$ cat config.mk
export PLATFORM = sky130hd
export DESIGN_NAME = poc_alu_arbiter_flat
export DESIGN_NICKNAME = d
export VERILOG_FILES = /design/src/rtl/poc_pkg.sv /design/src/rtl/poc_alu_arbiter_if.sv /design/src/rtl/poc_rr_arb2.sv /design/src/rtl/poc_alu_arbiter.sv /design/src/flat_wrapper.sv
export SDC_FILE = /design/constraint.sdc
export NUM_CORES = 1
export LEC_CHECK = 0
export ABC_CLOCK_PERIOD_IN_PS = 2390
export BUFFER_PORTS_ARGS = -buffer_cell sky130_fd_sc_hd__buf_2
export CAP_MARGIN = 40
export CORE_MARGIN = 2
export CORE_UTILIZATION = 44
export CTS_CLUSTER_DIAMETER = 80
export DETAILED_ROUTE_END_ITERATION = 10
export PLACE_DENSITY_LB_ADDON = 0.08
export RECOVER_POWER = 25
export SETUP_SLACK_MARGIN = 0.1
export SLEW_MARGIN = 20
export SYNTH_ARGS = -nofsm -noshare
export SYNTH_HDL_FRONTEND = slang
export SYNTH_SLANG_ARGS = --single-unit
$ cat constraint.sdc
create_clock -name clk -period 2.39 [get_ports clk]
set_input_delay 0.3585 -clock clk [delete_from_list [all_inputs] [get_ports clk]]
set_output_delay 0.3585 -clock clk [all_outputs]
set_load 0.01 [all_outputs]
$ cat src/rtl/poc_pkg.sv
// poc_pkg: shared widths and FSM encoding for the ALU arbiter slice.
//   DATA_W : default ALU operand/result width
//   SEL_W  : default ALU opcode width
//   CNT_W  : latency counter width (ALU_LAT up to 15)
//   state_t: IDLE -> BUSY -> RESP; encoding 2'd3 is unused and recovers to IDLE
package poc_pkg;
    localparam int DATA_W = 18;
    localparam int SEL_W  = 4;
    localparam int CNT_W  = 4;

    typedef logic [1:0] state_t;
    localparam state_t IDLE = 2'd0;
    localparam state_t BUSY = 2'd1;
    localparam state_t RESP = 2'd2;
endpackage

$ cat src/rtl/poc_alu_arbiter_if.sv
// poc_alu_arbiter_if: bundles the two-requester handshake, the shared result
// bus and the external ALU drive/return signals.
//   master : requesters + ALU model (drives requests, rsp_ready, ALU result)
//   slave  : the arbiter itself
interface poc_alu_arbiter_if #(
    parameter int DATA_W = poc_pkg::DATA_W,
    parameter int SEL_W  = poc_pkg::SEL_W
);
    logic [1:0]          req_valid;
    logic [1:0]          req_ready;
    logic [2*SEL_W-1:0]  req_sel;
    logic [2*DATA_W-1:0] req_a;
    logic [2*DATA_W-1:0] req_b;
    logic [1:0]          rsp_valid;
    logic [1:0]          rsp_ready;
    logic [DATA_W-1:0]   rsp_c;
    logic                rsp_lsb;
    logic                rsp_neg;
    logic [SEL_W-1:0]    alu_sel;
    logic [DATA_W-1:0]   alu_a;
    logic [DATA_W-1:0]   alu_b;
    logic [DATA_W-1:0]   alu_c;
    logic                alu_lsb;
    logic                alu_neg;
    logic                busy;
    logic                grant_id;

    modport master (
        output req_valid, req_sel, req_a, req_b, rsp_ready, alu_c, alu_lsb, alu_neg,
        input  req_ready, rsp_valid, rsp_c, rsp_lsb, rsp_neg, alu_sel, alu_a, alu_b,
        input  busy, grant_id
    );

    modport slave (
        input  req_valid, req_sel, req_a, req_b, rsp_ready, alu_c, alu_lsb, alu_neg,
        output req_ready, rsp_valid, rsp_c, rsp_lsb, rsp_neg, alu_sel, alu_a, alu_b,
        output busy, grant_id
    );
endinterface

$ cat src/rtl/poc_rr_arb2.sv
// poc_rr_arb2: combinational 2-way round-robin pick.
//   req_valid   : request bits
//   last        : index granted most recently
//   grant_valid : at least one request present
//   winner      : chosen index; on contention the one that did not win last
module poc_rr_arb2 (
    input  logic [1:0] req_valid,
    input  logic       last,
    output logic       grant_valid,
    output logic       winner
);
    assign grant_valid = |req_valid;
    assign winner      = (&req_valid) ? ~last : req_valid[1];
endmodule

$ cat src/rtl/poc_alu_arbiter.sv
// poc_alu_arbiter: shares one external ALU between two requesters.
//   clk, rst : clock, asynchronous active-high reset
//   bus      : request handshake, shared registered result, ALU drive/return
// One operation is in flight at a time: accept in IDLE, wait ALU_LAT+1 edges
// in BUSY, then hold the captured result in RESP until the owner takes it.
module poc_alu_arbiter #(
    parameter int DATA_W  = poc_pkg::DATA_W,
    parameter int SEL_W   = poc_pkg::SEL_W,
    parameter int ALU_LAT = 1
) (
    input  logic                  clk,
    input  logic                  rst,
    poc_alu_arbiter_if.slave      bus
);
    import poc_pkg::*;

    state_t            state;
    logic [CNT_W-1:0]  cnt;
    logic              last;
    logic              gid;
    logic [SEL_W-1:0]  sel_q;
    logic [DATA_W-1:0] a_q;
    logic [DATA_W-1:0] b_q;
    logic [DATA_W-1:0] c_q;
    logic              lsb_q;
    logic              neg_q;

    logic              win_vld;
    logic              win;
    logic [1:0]        ready;
    logic [1:0]        rv;
    logic              accept;
    logic              rsp_done;

    poc_rr_arb2 u_arb (
        .req_valid   (bus.req_valid),
        .last        (last),
        .grant_valid (win_vld),
        .winner      (win)
    );

    // Ready is withheld while rst is high so nothing looks accepted in reset.
    always_comb begin
        ready = '0;
        if (state == IDLE && !rst && win_vld)
            ready[win] = 1'b1;
    end

    always_comb begin
        rv = '0;
        if (state == RESP)
            rv[gid] = 1'b1;
    end

    assign accept   = |(bus.req_valid & ready);
    // Only the owner's rsp_ready counts; the other index is ignored.
    assign rsp_done = (state == RESP) && bus.rsp_ready[gid];

    always_ff @(posedge clk or posedge rst) begin
        if (rst) begin
            state <= IDLE;
            cnt   <= '0;
            last  <= 1'b1;
            gid   <= 1'b0;
            sel_q <= '0;
            a_q   <= '0;
            b_q   <= '0;
            c_q   <= '0;
            lsb_q <= 1'b0;
            neg_q <= 1'b0;
        end else begin
            case (state)
                IDLE: if (accept) begin
                    sel_q <= win ? bus.req_sel[SEL_W +: SEL_W] : bus.req_sel[0 +: SEL_W];
                    a_q   <= win ? bus.req_a[DATA_W +: DATA_W] : bus.req_a[0 +: DATA_W];
                    b_q   <= win ? bus.req_b[DATA_W +: DATA_W] : bus.req_b[0 +: DATA_W];
                    gid   <= win;
                    last  <= win;
                    cnt   <= CNT_W'(ALU_LAT);
                    state <= BUSY;
                end
                // cnt reaching zero marks the ALU output as settled
                BUSY: if (cnt != '0) begin
                    cnt <= cnt - 1'b1;
                end else begin
                    c_q   <= bus.alu_c;
                    lsb_q <= bus.alu_lsb;
                    neg_q <= bus.alu_neg;
                    state <= RESP;
                end
                // Returning to IDLE here (not re-arbitrating) enforces one
                // idle cycle between a handshake and the next acceptance.
                RESP: if (rsp_done) state <= IDLE;
                default: state <= IDLE;
            endcase
        end
    end

    assign bus.req_ready = ready;
    assign bus.rsp_valid = rv;
    assign bus.rsp_c     = c_q;
    assign bus.rsp_lsb   = lsb_q;
    assign bus.rsp_neg   = neg_q;
    assign bus.alu_sel   = sel_q;
    assign bus.alu_a     = a_q;
    assign bus.alu_b     = b_q;
    assign bus.busy      = (state != IDLE);
    assign bus.grant_id  = gid;
endmodule

$ cat src/flat_wrapper.sv
// flat-port wrapper written by rule: the top's interface ports become plain ports
module poc_alu_arbiter_flat import poc_pkg::*;
#(
    parameter int DATA_W  = poc_pkg::DATA_W,
    parameter int SEL_W   = poc_pkg::SEL_W,
    parameter int ALU_LAT = 1
)
  (clk, rst, bus_req_valid, bus_req_sel, bus_req_a, bus_req_b, bus_rsp_ready, bus_alu_c, bus_alu_lsb, bus_alu_neg, bus_req_ready, bus_rsp_valid, bus_rsp_c, bus_rsp_lsb, bus_rsp_neg, bus_alu_sel, bus_alu_a, bus_alu_b, bus_busy, bus_grant_id);
  poc_alu_arbiter_if #(.DATA_W(DATA_W), .SEL_W(SEL_W)) bus_i ();
  input  logic clk;
  input  logic rst;
  input wire logic [$bits(bus_i.req_valid)-1:0] bus_req_valid;
  input wire logic [$bits(bus_i.req_sel)-1:0] bus_req_sel;
  input wire logic [$bits(bus_i.req_a)-1:0] bus_req_a;
  input wire logic [$bits(bus_i.req_b)-1:0] bus_req_b;
  input wire logic [$bits(bus_i.rsp_ready)-1:0] bus_rsp_ready;
  input wire logic [$bits(bus_i.alu_c)-1:0] bus_alu_c;
  input wire logic [$bits(bus_i.alu_lsb)-1:0] bus_alu_lsb;
  input wire logic [$bits(bus_i.alu_neg)-1:0] bus_alu_neg;
  output wire logic [$bits(bus_i.req_ready)-1:0] bus_req_ready;
  output wire logic [$bits(bus_i.rsp_valid)-1:0] bus_rsp_valid;
  output wire logic [$bits(bus_i.rsp_c)-1:0] bus_rsp_c;
  output wire logic [$bits(bus_i.rsp_lsb)-1:0] bus_rsp_lsb;
  output wire logic [$bits(bus_i.rsp_neg)-1:0] bus_rsp_neg;
  output wire logic [$bits(bus_i.alu_sel)-1:0] bus_alu_sel;
  output wire logic [$bits(bus_i.alu_a)-1:0] bus_alu_a;
  output wire logic [$bits(bus_i.alu_b)-1:0] bus_alu_b;
  output wire logic [$bits(bus_i.busy)-1:0] bus_busy;
  output wire logic [$bits(bus_i.grant_id)-1:0] bus_grant_id;
  assign bus_i.req_valid = bus_req_valid;
  assign bus_i.req_sel = bus_req_sel;
  assign bus_i.req_a = bus_req_a;
  assign bus_i.req_b = bus_req_b;
  assign bus_i.rsp_ready = bus_rsp_ready;
  assign bus_i.alu_c = bus_alu_c;
  assign bus_i.alu_lsb = bus_alu_lsb;
  assign bus_i.alu_neg = bus_alu_neg;
  assign bus_req_ready = bus_i.req_ready;
  assign bus_rsp_valid = bus_i.rsp_valid;
  assign bus_rsp_c = bus_i.rsp_c;
  assign bus_rsp_lsb = bus_i.rsp_lsb;
  assign bus_rsp_neg = bus_i.rsp_neg;
  assign bus_alu_sel = bus_i.alu_sel;
  assign bus_alu_a = bus_i.alu_a;
  assign bus_alu_b = bus_i.alu_b;
  assign bus_busy = bus_i.busy;
  assign bus_grant_id = bus_i.grant_id;
  poc_alu_arbiter #(.DATA_W(DATA_W), .SEL_W(SEL_W), .ALU_LAT(ALU_LAT)) u_core (.clk(clk), .rst(rst), .bus(bus_i));
endmodule
-- After elaboration in Yosys (flattened, before gate mapping)
Index checks and enable logic that the tools add are counted.
- bits in registers: 68
- input port bits: 106
- output and inout bits: 66
- word-level logic and storage cells: 60
- add/subtract/negate cells: 1
- order comparisons: 4
- equality and inequality tests: 6
- mux-type cells: 19
- bitwise operators: 3
- reduce and logical (&&, ||, !) cells: 17
- operators by type and width (cell ; count):
    two-way mux 18 bit ; 2
    two-way mux 4 bit ; 3
    two-way mux 2 bit ; 5
    case mux 4 bit (2 select lines) ; 1
    != test 2 x 1 -> 1 bit (second input constant) ; 3
    case mux 2 bit (3 select lines) ; 1
    AND reduction 2 bit ; 3
    AND reduction 3 bit ; 2
    logical AND 1 bit ; 5
    two-way mux 1 bit ; 5
    less-than comparator 1 x 2 -> 1 bit (second input constant) ; 2
    nonzero test 2 bit ; 2
    nonzero test 4 bit ; 1
    OR reduction 2 bit ; 2
    subtractor 4 x 1 -> 4 bit (second input constant) ; 1
    AND 2 bit ; 1
    demux 1 bit (select 1 bit) ; 2
    equality test 2 x 1 -> 1 bit (second input constant) ; 1
    equality test 2 bit (second input constant) ; 1
    >= comparator 1 bit (second input constant) ; 2
    zero test 2 bit ; 1
    != test 2 bit (second input constant) ; 1
    NOT 1 bit ; 2
    zero test 1 bit ; 1

-- Logic depth before layout (Yosys ltp)
Gate-level depths: netlist of run 1.
- word-level depth: 11
- gate-level depth with buffers: 6
- mapped depth without buffers: 5

-- Cells and area by module
A second synthesis of run 1 with hierarchy kept.
- cells, all modules: 275
- area total of the unflattened synthesis: 3195.6 sq um
- by module, submodules not included (module ; times used ; cells an instance ; area an instance (sq um)):
    poc_alu_arbiter ; 1 ; 273 ; 3181.8
    poc_rr_arb2 ; 1 ; 2 ; 13.8

-- Worst setup path before layout of run 1
Ideal clock, no wire load.
- path type: register to output
- start point: reg u_core.state[1]
- end point: out bus_req_ready[0]
- arrival time: 1.169 ns
- setup slack: 0.862 ns
- cell stages (with the launch flop): 5
- buffers on the path: 2
- cells stage by stage: dfrtp_1 -> nor3_2 -> and3_1 -> buf_2 -> buf_4
- cells in the longest elaborated chain, start to end: 4
- RTL lines (element ; line ; source):
    from (decl) ; poc_alu_arbiter.sv:17 ; state_t state;
    from (signal assigned) ; poc_alu_arbiter.sv:61 ; state <= IDLE;
    from (signal assigned) ; poc_alu_arbiter.sv:80 ; state <= BUSY;
    from (signal assigned) ; poc_alu_arbiter.sv:89 ; state <= RESP;
    zero test 2 bit ; poc_alu_arbiter.sv:45 ; if (state == IDLE && !rst && win_vld)
    logical AND 1 bit (2 in series) ; poc_alu_arbiter.sv:45 ;
    two-way mux 2 bit ; poc_alu_arbiter.sv:45 ;
    to (decl) ; flat_wrapper.sv:20 ; output wire logic [$bits(bus_i.req_ready)-1:0] bus_req_ready;
No other way between the ends.

-- Worst setup path in the final report of run 1
- start point: reg u_core.state[1]
- end point: out bus_req_ready[1]
Same word-level chain as after synthesis.

==> results of run 1 <==
==> cell usage in the layout, fill, tap and decap left out, drive strengths merged <==
| master | count |
|---|---|
| nand3 | 2 |
| mux2 | 22 |
| a21oi | 1 |
| mux2i | 3 |
| nor2 | 3 |
| or3 | 1 |
| and3 | 2 |
| nand3b | 1 |
| a21o | 2 |
| ha | 2 |
| a221o | 40 |
| buf | 177 |
| clkinv | 2 |
| nand2b | 2 |
| o21ai | 2 |
| or2 | 2 |
| and3b | 1 |
| clkbuf | 17 |
| o22ai | 1 |
| nand2 | 4 |
| inv | 3 |
| and2b | 1 |
| nor3b | 2 |
| nor3 | 2 |
| dfstp | 1 |
| dfrtp | 67 |
| or3b | 1 |
| a21boi | 40 |
==> routing by layer <==
| metal | GRT usage | part of all wire |
|---|---|---|
| met2 | 0.3088 | 0.47 |
| met5 | 0 | 0 |
| met1 | 0.2652 | 0.43 |
| met3 | 0.04739 | 0.078 |
| met4 | 0.08531 | 0.018 |
==> flip-flops by register name, summed over array words and instances, names as in the netlist <==
| register | cells |
|---|---|
| u_core.bus.alu_a | 18 |
| u_core.bus.alu_b | 18 |
| u_core.bus.rsp_c | 18 |
| u_core.bus.alu_sel | 4 |
| u_core.cnt | 4 |
| u_core.state | 2 |
| u_core.bus.grant_id | 1 |
| u_core.bus.rsp_lsb | 1 |
| u_core.bus.rsp_neg | 1 |
| u_core.last | 1 |
==> metrics by stage <==
| stage | cells | hold slack (ps) | utilization |
|---|---|---|---|
| floorplan | 228 | 474.1 | - |
| detailed placement | 469 | 476.8 | 0.5857 |
| global route | 484 | 229.1 | 0.6089 |
| global placement | 469 | 469.2 | 0.5857 |
| CTS | 484 | 152.8 | 0.6107 |
| finish | 484 | 237.9 | 0.6089 |
==> power breakdown <==
| group | switching [mW] | internal, mW | total [mW] | leakage [nW] |
|---|---|---|---|---|
| clock | 0.394 | 0.425 | 0.819 | 0.0893 |
| combinational | 0.998 | 1.05 | 2.05 | 1.20 |
| sequential | 0.296 | 1.70 | 2.00 | 0.830 |
==> kinds of logic after synthesis <==
family,share of synthesized area
compound gates,0.2444
fa+ha+maj,0.008229
buf+inv,0.04733
flops,0.5601
mux,0.09136
simple gates,0.04856
==> cells in the mapped netlist, types with 3 or more instances <==
| master | n |
|---|---|
| a221o_1 | 40 |
| buf_6 | 5 |
| nand2_1 | 4 |
| clkbuf_1 | 7 |
| nor2_1 | 3 |
| mux2i_1 | 3 |
| inv_1 | 3 |
| a21boi_0 | 40 |
| dfrtp_1 | 67 |
| buf_4 | 4 |
| buf_2 | 4 |
| mux2_1 | 22 |
==> worst max-delay path, delay by kind of cell (launching register included) <==
| family | cells | cell delay (ps) |
|---|---|---|
| flops | 1 | 460 |
| simple gates | 2 | 700 |
| buf+inv | 1 | 170 |
==> final cells by class <==
| type | instances | share of cell area |
|---|---|---|
| clock inverters | 2 | 0.002433 |
| flip-flops and latches | 68 | 0.4139 |
| clock buffers | 13 | 0.03863 |
| repair buffers | 181 | 0.2263 |
| inverters | 3 | 0.002737 |
| multi-input cells | 137 | 0.2917 |
| well taps | 80 | 0.02433 |
==> worst max path at each step <==
stage / endpoint / slack, ps / cells after the start
CTS: bus_req_ready[1] / 350 / 3
detailed placement: u_core.bus.alu_b[0]$_DFFE_PP0P_ / 620 / 4
global route: u_core.bus.rsp_c[8]$_DFFE_PP0P_ / 160 / 3
global placement: u_core.bus.alu_sel[1]$_DFFE_PP0P_ / 700 / 4
finish: bus_req_ready[1] / 380 / 3
floorplan: u_core.bus.alu_a[0]$_DFFE_PP0P_ / 320 / 1
==> flow_metrics.tcl, run 1 <==
set metrics [dict create \
    dieArea_um2 7591 \
    worst_pin_slew_ps 1164 \
    holdCritStartpoint "bus_alu_c[6]" \
    grt_usage 0.1982 \
    leakage_nw 2.118 \
    io_pins 172 \
    reg2reg_to "u_core.bus.alu_sel[3]$_DFFE_PP0P_" \
    status "finished clean" \
    htree_levels 3 \
    drv_cap 0 \
    critical_path_class "register to primary output" \
    final_area_um2 4114 \
    rsz0062_at_grt "no" \
    yosys_warnings 0 \
    initial_core_util 0.4500 \
    syn_area_um2 3040 \
    fmax_mhz 497.0 \
    nNetsFinal 508 \
    fin_skew_ps 7.057 \
    critPathMaxFanout 9 \
    worstPathArrival_ps 1650 \
    gp_congestion 0.7715 \
    reg2reg_from "u_core.state[1]$_DFFE_PP0P_" \
    place_area_um2 3958 \
    synth_cells 228 \
    cts_sinks 68 \
    post_cts_resized 0 \
    syn_avg_cell_area_um2 13.34 \
    ys_types 32 \
    synth_nets 336 \
    cts_setup_buffers 0 \
    final-setup-viol-count 0 \
    path_cells "nor3_4 > and3_1 > buf_2" \
    pre_cts_slack_ps 620.4 \
    r2r_slack_ps 620 \
    cts_buffers 9 \
    vias_per_cell 5.293 \
    antenna_left 0 \
    fin_tns_setup_ps 0 \
    hold_buffers 0 \
    antenna_cells 0 \
    drive_gt1_frac 0.4827 \
    cp_slowest_cell "dfrtp_1" \
    crit_path_start "u_core.state[1]$_DFFE_PP0P_" \
    routed_wl_um 7527 \
    synth_area_leaders "dfrtp_1 (55%), a221o_1 (13%), a21boi_0 (9.9%)" \
    first_pass_iters 4 \
    coreArea_um2 6756 \
    fin_ws_ps 377.8 \
    worstHoldEndpoint "u_core.bus.rsp_c[6]$_DFFE_PP0P_" \
    grt_pass1_vias 2411 \
    maxSlewViolCount 0 \
    clk_latency_ps 330 \
    syn_to_final_growth_pct 35.31 \
    rr_worst_depth 4 \
    ys_seq_area_frac 0.5601 \
    routed-via-count 2562 \
    cts_root_buffer "clkbuf_8" \
    first_iter_violations 179 \
    critPathMaxStageDelay_ps 460 \
    cp-start-kind "register" \
    fillers 570 \
    min_period_over_period 0.8419 \
    hold_depth 2 \
    hold_class "primary input to register" \
    powerDensity_nw_per_um2 1184 \
    ys.flop_type "dfrtp_1" \
    async_flop_share 1.000 \
    synth-edff-count 0 \
    cts_max_path_buffers 2 \
    cts_tree "built" \
    synth_top_area_cell "dfrtp_1" \
    cts.clk_slew.worst_paths_ps 70 \
    relSlewSlack 0.2229 \
    hpwl_um 5430 \
    total_power_mw 4.870 \
    grt_pass1_wl_um 11610 \
    final.min_clock_period_ps 2012 \
    die_y_um 87.13 \
    die_w_um 87.13 \
    num_rows 30 \
    worstPathRequired_ps 2030 \
    cp-end-kind "primary output" \
    irDropWorstVdd_mv 0.4840 \
    hold_viol 0 \
    ys_ff_latch 68 \
    grt_max_degree 41 \
    seq_area_um2 1703 \
    grt_overflow 0 \
    multi_input_area_um2 1200 \
    port_buffers 171 \
    post-synth-top-area-fraction 0.5514 \
    drc 0 \
    antenna_found_initial 0 \
    wl_per_cell_um 15.55 \
]
(Power assumes the default switching activity.)
==> inputs of run 2 (changes only) <==
--- a/config.mk
+++ b/config.mk
@@ -5,7 +5,7 @@
 export SDC_FILE = /design/constraint.sdc
 export NUM_CORES = 1
 export LEC_CHECK = 0
-export ABC_CLOCK_PERIOD_IN_PS = 2390
+export ABC_CLOCK_PERIOD_IN_PS = 1910
 export BUFFER_PORTS_ARGS = -buffer_cell sky130_fd_sc_hd__buf_2
 export CAP_MARGIN = 40
 export CORE_MARGIN = 2
==> constraint.sdc (replaced) <==
create_clock -name clk -period 1.91 [get_ports clk]
set_input_delay 0.2865 -clock clk [delete_from_list [all_inputs] [get_ports clk]]
set_output_delay 0.2865 -clock clk [all_outputs]
set_load 0.01 [all_outputs]
==> run 2 against run 1 <==
- wire length grew 3.1%
- hold slack got worse by 110 ps
- critical path type unchanged
- setup slack worse by 170 ps
- flip-flop and latch count unchanged
- highest routed layer unchanged
- cell count unchanged
- register-to-register slack worse by 410 ps
- critical path depth stayed put
- clock skew rose by 6.1 ps
==> flow_metrics.tcl, run 2 (synthesis results as in run 1) <==
set metrics [dict create \
    worstPathArrival_ps 1420 \
    grtUsageMet2 0.3185 \
    vias_per_cell 5.304 \
    combPwrFrac 0.416 \
    cp_slowest_cell "dfrtp_2" \
    grt_max_degree 69 \
    first_pass_iters 4 \
    grt_overflow 0 \
    port_buffers 171 \
    internal_power_mw 4.135 \
    fmax_mhz 587.2 \
    htree_levels 3 \
    cts.clk_slew.worst_paths_ps 80 \
    syn_to_final_growth_pct 38.15 \
    final-setup-viol-count 0 \
    antenna_found_initial 0 \
    drv_cap 0 \
    cts_max_path_buffers 2 \
    mostFrequentLayoutCells "buf_2 (170), dfrtp_1 (66), a21boi_0 (40), a221o_1 (40), mux2_1 (22)" \
    hpwl_um 5398 \
    routed_wl_um 7764 \
    worst_pin_slew_ps 368.2 \
    grt-busiest-layer "met2" \
    grt_pass1_vias 2491 \
    switching_share 0.3469 \
    worstPathRequired_ps 1620 \
    cts_tree "built" \
    powerDensity_nw_per_um2 1507 \
    coreArea_um2 6756 \
    place_area_um2 3976 \
    rsz0062_at_grt "no" \
    io_pins 172 \
    grt_pass1_wl_um 12100 \
    final_core_util 0.6217 \
    min_period_over_period 0.8916 \
    final.min_clock_period_ps 1703 \
    critical_path_class "register to primary output" \
    critPathMaxFanout 8 \
    routed-via-count 2567 \
    dieArea_um2 7591 \
    num_rows 30 \
    antenna_left 0 \
    maxSlewViolCount 0 \
    fin_skew_ps 13.11 \
    path_cells "nor3_4 > and3_4 > buf_2" \
    p_switching_mw 2.196 \
    seq_power_share 0.399 \
    critPathMaxStageDelay_ps 460 \
    cts_buffers 9 \
    drive_gt1_frac 0.5050 \
    cts_sinks 68 \
    hold_class "primary input to async pin" \
    layout_commonest_cell "buf_2" \
    rr_worst_depth 6 \
    cp-start-kind "register" \
    wl_per_cell_um 16.04 \
    nNetsFinal 507 \
    gp_congestion 0.7191 \
    relSlewSlack 0.7546 \
    grt_use_met1 0.2702 \
    die_w_um 87.13 \
    antenna_cells 0 \
    initial_core_util 0.4500 \
    clk_latency_ps 330 \
    grt_usage 0.2032 \
    fin_tns_setup_ps 0 \
    die_y_um 87.13 \
    cp-end-kind "primary output" \
    status "finished clean" \
    clockPowerShare 0.185 \
    final_area_um2 4200 \
    hold_buffers 0 \
    use_met3 0.05118 \
    cts_root_buffer "clkbuf_8" \
    drc 0 \
    first_iter_violations 103 \
    irDropWorstVdd_mv 0.7459 \
    hold_viol 0 \
    leakage_nw 2.133 \
]
-- run 2: metal layers --
layer,routed length [µm],up-vias
met5,0,-
met4,140,0
met3,590,11
met2,3625,118
met1,3408,1219
li1,-,1219
-- run 2: timing repair --
| action | CTS | global route |
|---|---|---|
| gates resized for setup | 4 | 1 |
| endpoints found under the setup margin | 2 | 1 |
| pin swaps | 2 | 0 |
| buffers inserted | 2 | 0 |
-- run 2: layout make-up --
type	instances	area, µm²
sequential	68	1704
timing repair buffer	180	972.2
fill	566	2556
inverter	3	12.51
clock buffer	10	137.6
tap	80	100.1
clock inverter	6	63.81
multi-input combinational	137	1210
-- run 2: power by group through the flow --
stage,registers [mW],clock network [mW],logic [mW]
after floorplan,2.80,0,1.29
after global placement,2.52,0,2.58
after detailed placement,2.53,0,2.65
after CTS,2.53,1.20,2.67
after global routing,2.62,1.27,2.89
final,2.53,1.17,2.63
-- run 2: worst paths after layout --
| check | startpoint | end | slack, ps |
|---|---|---|---|
| max in group asynchronous | rst | u_core.last$_DFFE_PP1P_ | 1430 |
| max | u_core.state[0]$_DFFE_PP0P_ | bus_req_ready[0] | 210 |
| min reg2reg | u_core.bus.rsp_c[13]$_DFFE_PP0P_ | u_core.bus.rsp_c[13]$_DFFE_PP0P_ | 480 |
| max reg2reg | u_core.cnt[0]$_DFFE_PP0P_ | u_core.bus.rsp_c[9]$_DFFE_PP0P_ | 210 |
| min | rst | u_core.bus.alu_a[7]$_DFFE_PP0P_ | 130 |
| min in group clk | bus_alu_c[3] | u_core.bus.rsp_c[3]$_DFFE_PP0P_ | 170 |
-- run 2: worst max-delay path: cells and delay by family (launching register included) --
family / cells / cell delay, ps
and+or+nand+nor: 2 / 490
DFF: 1 / 460
buffers and inverters: 1 / 140
-- run 2: stage by stage --
step	std cells	setup WS [ps]	power [mW]	hold slack [ps]
global route	484	101.8	6.783	161.7
global placement	466	295.1	5.102	448.2
detailed placement	466	228.3	5.178	450.9
floorplan	228	404.3	4.090	418.2
finish	484	207.1	6.331	126.7
CTS	484	156.4	6.401	91.73
==> inputs of run 3 (changes only) <==
--- a/config.mk
+++ b/config.mk
@@ -12,7 +12,7 @@
 export CORE_UTILIZATION = 44
 export CTS_CLUSTER_DIAMETER = 80
 export DETAILED_ROUTE_END_ITERATION = 10
-export PLACE_DENSITY_LB_ADDON = 0.08
+export PLACE_DENSITY = 0.78
 export RECOVER_POWER = 25
 export SETUP_SLACK_MARGIN = 0.1
 export SLEW_MARGIN = 20
==> run 3 against run 2 <==
- hold slack improved by 23 ps
- register-to-register slack improved by 30 ps
- sequential share of layout area decreased by 0.70 points
- critical path type unchanged
- setup slack got worse by 12 ps
- die area is the same
==> flow_metrics.tcl, run 3 (synthesis results as in run 1) <==
set metrics [dict create \
    status "finished clean" \
    grt_pass1_wl_um 12410 \
    cts_tree "built" \
    fin_tns_setup_ps 0 \
    antenna_cells 0 \
    fillers 543 \
    antenna_found_initial 0 \
    hold_class "primary input to async pin" \
    grt_overflow 0 \
    cp-end-kind "primary output" \
    worstPathRequired_ps 1620 \
    port_buffers 171 \
    rr_worst_depth 6 \
    wl_per_cell_um 15.55 \
    mostFrequentLayoutCells "buf_2 (168), dfrtp_1 (66), a21boi_0 (40), a221o_1 (40), mux2_1 (22)" \
    worstPathArrival_ps 1430 \
    routed_wl_um 7664 \
    final-setup-viol-count 0 \
    critical_path_class "register to primary output" \
    routed-via-count 2607 \
    critPathMaxFanout 7 \
    reg2reg_to "u_core.bus.rsp_c[1]$_DFFE_PP0P_" \
    cts.clk_slew.worst_paths_ps 80 \
    dieArea_um2 7591 \
    grt_max_degree 49 \
    initial_core_util 0.4500 \
    final.min_clock_period_ps 1715 \
    htree_levels 3 \
    fin_skew_ps 7.591 \
    gp_congestion 0.7910 \
    cts_sinks 68 \
    cts_max_path_buffers 2 \
    nNetsFinal 516 \
    grt_usage 0.2087 \
    grt_pass1_vias 2666 \
    whs_ps 149.2 \
    cts_root_buffer "clkbuf_8" \
    min_period_over_period 0.8980 \
    hpwl_um 5741 \
    cts_buffers 9 \
    drv_cap 0 \
    relSlewSlack 0.4079 \
    drive_gt1_frac 0.5157 \
    drc 0 \
    first_pass_iters 4 \
    worst_pin_slew_ps 883.2 \
    num_rows 30 \
    coreArea_um2 6756 \
    maxSlewViolCount 0 \
    reg2reg_from "u_core.cnt[0]$_DFFE_PP0P_" \
    hold_buffers 0 \
    rsz0062_at_grt "no" \
    fmax_mhz 583.0 \
    io_pins 172 \
    powerDensity_nw_per_um2 1546 \
    r2r_slack_ps 240 \
    leakage_nw 2.184 \
    cp-start-kind "register" \
    clk_latency_ps 340 \
    die_y_um 87.13 \
    die_w_um 87.13 \
    antenna_left 0 \
    syn_to_final_growth_pct 40.58 \
    hold_viol 0 \
    layout_commonest_cell "buf_2" \
    irDropWorstVdd_mv 0.7009 \
    first_iter_violations 104 \
    vias_per_cell 5.288 \
]
## run 3: worst max-delay path by stage
stage,start,end,slack (ps)
finish,u_core.state[0]$_DFFE_PP0P_,bus_req_ready[0],190
global route,u_core.state[0]$_DFFE_PP0P_,bus_req_ready[0],110
CTS,u_core.state[0]$_DFFE_PP0P_,bus_req_ready[1],130
detailed placement,u_core.cnt[0]$_DFFE_PP0P_,u_core.bus.rsp_c[3]$_DFFE_PP0P_,220
global placement,u_core.cnt[0]$_DFFE_PP0P_,u_core.bus.rsp_c[12]$_DFFE_PP0P_,320
floorplan,u_core.cnt[0]$_DFFE_PP0P_,u_core.bus.rsp_c[0]$_DFFE_PP0P_,400
## run 3: layer usage
metal / wire length [µm] / share of wire / global-route usage
met5: 0 / 0 / 0
met4: 48 / 0.0063 / 0.04615
met3: 601 / 0.078 / 0.05403
met2: 3700 / 0.48 / 0.3595
met1: 3313 / 0.43 / 0.2655
## run 3: where the power goes
group	switching, mW	internal (mW)	total (mW)
sequential	0.410	2.14	2.55
combinational	1.26	1.40	2.66
clock	0.543	0.862	1.40
## run 3: stage by stage
stage | util | area (µm²) | setup WS [ps] | total power, mW | std cells
2_1_floorplan | - | 3044 | 404.3 | 4.090 | 228
3_3_place_gp | 0.5885 | 3976 | 323.5 | 5.070 | 471
3_5_place_dp | 0.5885 | 3976 | 220.5 | 5.171 | 471
4_1_cts | 0.6276 | 4240 | 126.9 | 6.620 | 489
5_1_grt | 0.6326 | 4274 | 112.5 | 7.063 | 493
6_report | 0.6326 | 4274 | 194.8 | 6.607 | 493
## run 3: timing repair
item | CTS | global route
endpoints found under the hold margin | 0 | 0
gates resized for setup | 2 | 4
buffers inserted | 2 | 4
pin swaps | 1 | 3
endpoints found under the setup margin | 2 | 22
## run 3: cell type report
cell class | instances | area, µm² | area share
inverters | 3 | 12.51 | 0.002927
clock inverters | 7 | 115.1 | 0.02693
repair buffers | 189 | 1002 | 0.2345
flip-flops and latches | 68 | 1704 | 0.3987
multi-input cells | 137 | 1216 | 0.2845
clock buffers | 9 | 123.9 | 0.02898
well taps | 80 | 100.1 | 0.02342
## run 3: critical path: stages, from the launching register on
cell and delay (ps):
dfrtp_2 450, nor3_4 280, and3_4 260, buf_6 100
